**config.mk**
```make
export PLATFORM = sky130hd
export DESIGN_NAME = object_buffer
export DESIGN_NICKNAME = d
export VERILOG_FILES = /design/src/rtl/object_buffer.sv
export SDC_FILE = /design/constraint.sdc
export NUM_CORES = 2
export LEC_CHECK = 0
export ABC_AREA = 1
export BUFFER_PORTS_ARGS = -buffer_cell sky130_fd_sc_hd__buf_2
export CORE_AREA = 2 2 489 491
export DETAILED_ROUTE_END_ITERATION = 10
export DIE_AREA = 0 0 491 493
export PLACE_DENSITY = 0.47
export RECOVER_POWER = 50
export SETUP_SLACK_MARGIN = 0.3
export SLEW_MARGIN = 20
export SYNTH_ARGS = -nofsm -noshare
export SYNTH_HDL_FRONTEND = slang
export SYNTH_SLANG_ARGS = --single-unit
```
**constraint.sdc**
```tcl
create_clock -name clk -period 11.75 [get_ports clk]
set_clock_uncertainty 0.05 [all_clocks]
set_input_delay 0.5875 -clock clk [delete_from_list [all_inputs] [get_ports clk]]
set_output_delay 0.5875 -clock clk [all_outputs]
set_load 0.01 [all_outputs]
```
**src/rtl/object_buffer.sv**
```systemverilog
// Per-frame object FIFO feeding task_dispatcher; head object broadcast to units.
// Optional OBJECT_BUFFER_STATS_EN adds the frame_objs pop counter output.
module object_buffer #(
    parameter int OBJ_WIDTH = 64,
    parameter int DEPTH     = 32
) (
    input  logic                   clk,
    input  logic                   rst,
    input  logic                   wr_valid,
    output logic                   wr_ready,
    input  logic [OBJ_WIDTH-1:0]   wr_data,
    input  logic                   wr_last,
    input  logic                   next_object,
    input  logic                   swap,
    output logic                   obj_valid,
    output logic                   obj_start,
    output logic [OBJ_WIDTH-1:0]   obj_data,
    output logic                   read_end,
`ifdef OBJECT_BUFFER_STATS_EN
    output logic [15:0]            frame_objs,
`endif
    output logic [$clog2(DEPTH):0] fill
);

    localparam int AW = $clog2(DEPTH);
    localparam logic [AW:0] FULL_CNT = (AW+1)'(DEPTH);

    typedef enum logic [1:0] {
        EMPTY,
        PRESENT,
        DRAINED
    } state_t;

    logic [OBJ_WIDTH:0] mem [DEPTH];
    logic [OBJ_WIDTH:0] head;
    logic [AW-1:0]      wr_ptr;
    logic [AW-1:0]      rd_ptr;
    logic [AW:0]        fill_nxt;
    logic               nobj_q;
    logic               push;
    logic               pop;
    state_t             state;

    assign wr_ready = (fill != FULL_CNT);
    assign push     = wr_valid & wr_ready;
    assign pop      = (state == PRESENT) & next_object & ~nobj_q;
    assign head     = mem[rd_ptr];
    assign obj_data = obj_valid ? head[OBJ_WIDTH-1:0] : '0;

    always_comb begin
        fill_nxt = fill;
        if (push && !pop)
            fill_nxt = fill + 1'b1;
        else if (pop && !push)
            fill_nxt = fill - 1'b1;
    end

    // Storage has no reset; contents are only read once counted in fill.
    always_ff @(posedge clk) begin
        if (push)
            mem[wr_ptr] <= {wr_last, wr_data};
    end

    always_ff @(posedge clk) begin
        if (rst) begin
            state     <= EMPTY;
            wr_ptr    <= '0;
            rd_ptr    <= '0;
            fill      <= '0;
            nobj_q    <= 1'b0;
            obj_valid <= 1'b0;
            obj_start <= 1'b0;
            read_end  <= 1'b0;
        end else begin
            nobj_q    <= next_object;
            fill      <= fill_nxt;
            obj_start <= 1'b0;
            if (push)
                wr_ptr <= wr_ptr + 1'b1;
            if (pop)
                rd_ptr <= rd_ptr + 1'b1;
            unique case (state)
                EMPTY: begin
                    if (fill != '0) begin
                        state     <= PRESENT;
                        obj_valid <= 1'b1;
                        obj_start <= 1'b1;
                    end
                end
                PRESENT: begin
                    if (pop) begin
                        if (head[OBJ_WIDTH]) begin
                            state     <= DRAINED;
                            obj_valid <= 1'b0;
                            read_end  <= 1'b1;
                        end else if (fill_nxt != '0) begin
                            obj_start <= 1'b1;
                        end else begin
                            state     <= EMPTY;
                            obj_valid <= 1'b0;
                        end
                    end
                end
                DRAINED: begin
                    if (swap) begin
                        read_end <= 1'b0;
                        if (fill != '0) begin
                            state     <= PRESENT;
                            obj_valid <= 1'b1;
                            obj_start <= 1'b1;
                        end else begin
                            state <= EMPTY;
                        end
                    end
                end
                default: state <= EMPTY;
            endcase
        end
    end

`ifdef OBJECT_BUFFER_STATS_EN
    always_ff @(posedge clk) begin
        if (rst)
            frame_objs <= '0;
        else if (state == DRAINED && swap)
            frame_objs <= '0;
        else if (pop && frame_objs != 16'hFFFF)
            frame_objs <= frame_objs + 1'b1;
    end
`endif

endmodule

```
==> results.yml <==
worst_hold_path:
  hold_path.class: "in -> reg"
clocking:
  h-tree-depth: 4
  cts_tree: "built"
  cts_sinks: 2107
  clk_pin_slew_ns: 0.06
  cts_root_buffer: "clkbuf_16"
  clk_latency_ns: 0.86
  clock_path_buffers: 3
  numCtsBuffers: 221
  cts_resized: 0
sta:
  setup_tns_ns: 0
  worst_pin_slew_ns: 2.23
  grt_setup_unrepaired: "no"
  max_freq_ghz: 0.153
  period_minus_slack_ns: 6.52
  final_max_slew_viol_count: 57
  hold_viol_final: 0
  relSlewSlack_pct: -49.0
  post-route-period-util_pct: 55.5
  setup_violations: 0
synth:
  syn_inst: 6225
  syn-num-nets: 6303
  yosysWarnings: 0
  ys_ff_latch: 2107
  yosysUniqueCellTypes: 33
  avgSynthCellArea_sq_um: 13.2
  synth_area_sq_um: 82400
  ys_seq_area_share_pct: 76.4
worst_setup_path:
  worst-setup-path-type: "reg -> out"
  end_kind: "output port"
  critical_path_arrival_ns: 5.88
  worst_ep_required_time_ns: 11.11
  cp_max_fo: 84
  start_kind: "flip-flop"
drt:
  drt_iter0_drc: 5017
  num_vias: 53000
  wire_per_inst_microns: 27.6
  wl_microns: 265000
  drtPass1Iterations: 7
  drc_errors: 0
  ant_nets: 0
  drt-vias-per-instance: 5.52
grt:
  grt_max_degree: 209
  grt_use_total_pct: 21.4
  first_global_vias: 51200
  grt_pass1_wl_microns: 380000
  grt_antenna_before_repair: 30
  overflow: 0
cells_and_area:
  multi_input_area_sq_um: 17500
  area_growth_syn_to_layout_pct: 13.1
  regArea_sq_um: 63000
  postLayoutCellArea_sq_um: 93300
  drive_gt1_share_pct: 8.25
  fillers: 22500
  final_cells: 9614
  layout.nets: 6331
placement:
  gp_congestion: 0.754
  postPlaceCellArea_sq_um: 86300
  dp_cells: 9192
  post-dp-hpwl_microns: 126000
  portBuffers: 143
floorplanning:
  die_area_sq_um: 242000
  die_y_microns: 493
  core_sq_um: 237000
  row_count: 179
  die_w_microns: 491
  io_pins: 144
  start_util_pct: 34.8
pwr:
  ir_drop_mv: 0.146
  power_uw: 17400
  power_density_nw_per_um2: 186
  p_leak_uw: 0.0297
run:
  maxCapViolations: 2
outcome:
  violations: "max-capacitance violations, max-slew violations"
  status: "finished with violations"
==> critical path: stages, from the launching register on <==
cell	delay (ns)
dfxtp_4	0.72
buf_4	0.77
buf_4	0.84
buf_4	0.91
o21ai_0	0.20
o221ai_1	0.23
o21ai_1	0.10
o22ai_1	0.17
nand2_1	0.09
a21oi_1	0.66
buf_2	0.26
==> cell usage in the layout, fill, tap and decap left out, drive strengths merged <==
| cell type | Yosys | final |
|---|---|---|
| dlygate4sd3 | 0 | 3 |
| ha | 8 | 8 |
| o211ai | 12 | 12 |
| xor2 | 2 | 2 |
| nor3b | 2 | 2 |
| o31ai | 2 | 2 |
| or2 | 13 | 13 |
| clkinv | 0 | 92 |
| clkbuf | 298 | 362 |
| buf | 158 | 184 |
| bufinv | 0 | 17 |
| inv | 36 | 44 |
| nand2 | 208 | 208 |
| o221ai | 57 | 57 |
| a21oi | 51 | 51 |
| o22ai | 523 | 523 |
| nor2 | 1336 | 1336 |
| dfxtp | 27 | 27 |
| a31oi | 3 | 3 |
| clkinvlp | 0 | 4 |
| edfxtp | 2080 | 2080 |
| a32o | 2 | 2 |
| nor3 | 2 | 2 |
| nand4 | 8 | 8 |
| o21ai | 1298 | 1298 |
| diode | 0 | 8 |
| nand3 | 85 | 85 |
| a211oi | 14 | 14 |
==> power by group <==
part | internal, uW | total [uW] | switching (uW)
clock network | 3850 | 6830 | 2980
registers | 8330 | 8400 | 66.1
logic | 598 | 2150 | 1550
total | 12800 | 17400 | 4590
==> cell usage after synthesis, drive strengths merged <==
cell type	count	area [sq um]
a211oi	14	105
a21oi	51	255
a31oi	3	18.8
a32o	2	20.0
buf	158	907
clkbuf	298	1120
dfxtp	27	541
edfxtp	2080	62500
ha	8	100
inv	36	135
nand2	208	783
nand3	85	430
nand4	8	50.1
nor2	1336	5020
nor3	2	10.0
nor3b	2	15.0
o211ai	12	90.1
o21ai	1298	6500
o221ai	57	499
o22ai	523	3270
o31ai	2	15.0
or2	13	81.3
xor2	2	17.5
==> layout make-up <==
class | instances | share of cell area [%]
repair buffers | 261 | 1.78
clock buffers | 288 | 6.22
clock inverters | 121 | 1.27
flip-flops and latches | 2107 | 67.6
diodes | 8 | 0.0215
multi-input cells | 3626 | 18.7
inverters | 36 | 0.180
well taps | 3167 | 4.25
==> routing by layer <==
layer  vias up  share of wire [%]  GRT usage, %
met5         -              0.030             0
met4        12                1.8          4.35
met3       316                5.9          3.11
li1      23400                  -             -
met1     27600                 46          31.3
met2      1723                 46          34.1
==> registers in the layout (all words and copies together) (netlist names), named ones only <==
name       flops
obj_valid      1
obj_start      1
nobj_q         1
read_end       1
wr_ptr         5
fill           6
mem         2080
state          2
rd_ptr         5
==> per-stage QoR <==
stage,utilization [%],hold WS (ns),worst slack [ns]
2_1_floorplan,-,0.385,5.41
3_5_place_dp,36.4,0.400,6.08
6_report,39.4,0.0636,5.23
5_1_grt,39.4,0.0402,4.90
4_1_cts,39.4,0.00861,5.16
3_3_place_gp,36.4,0.394,6.04
==> final timing paths <==
path	start	endpoint	slack [ns]	cells past startpoint
worst max-delay path	flip-flop	obj_data[49]	5.23	10
worst min-delay path	rst	fill[3]	0.06	2
worst max register to register	fill[0]	mem[18][19]	6.54	9
worst min register to register	read_end	read_end	0.41	2
==> what timing repair did <==
action	CTS	global route
endpoints found under the hold margin	3	0
setup buffers	0	0
hold buffers	3	0
==> cell families (layout without fill, tap and decap cells) <==
family	after synthesis	in the layout	share of synthesized area (%)
AO/OA/AOI/OAI	1962	1962	13.1
AND/OR/NAND/NOR	1654	1654	7.75
flip-flops	2107	2107	76.4
XOR/XNOR	2	2	0.0213
other	0	8	0
adder cells (fa/ha/maj)	8	8	0.121
buffers and inverters	492	706	2.62
No activity file was read; power rests on OpenSTA's default activity.
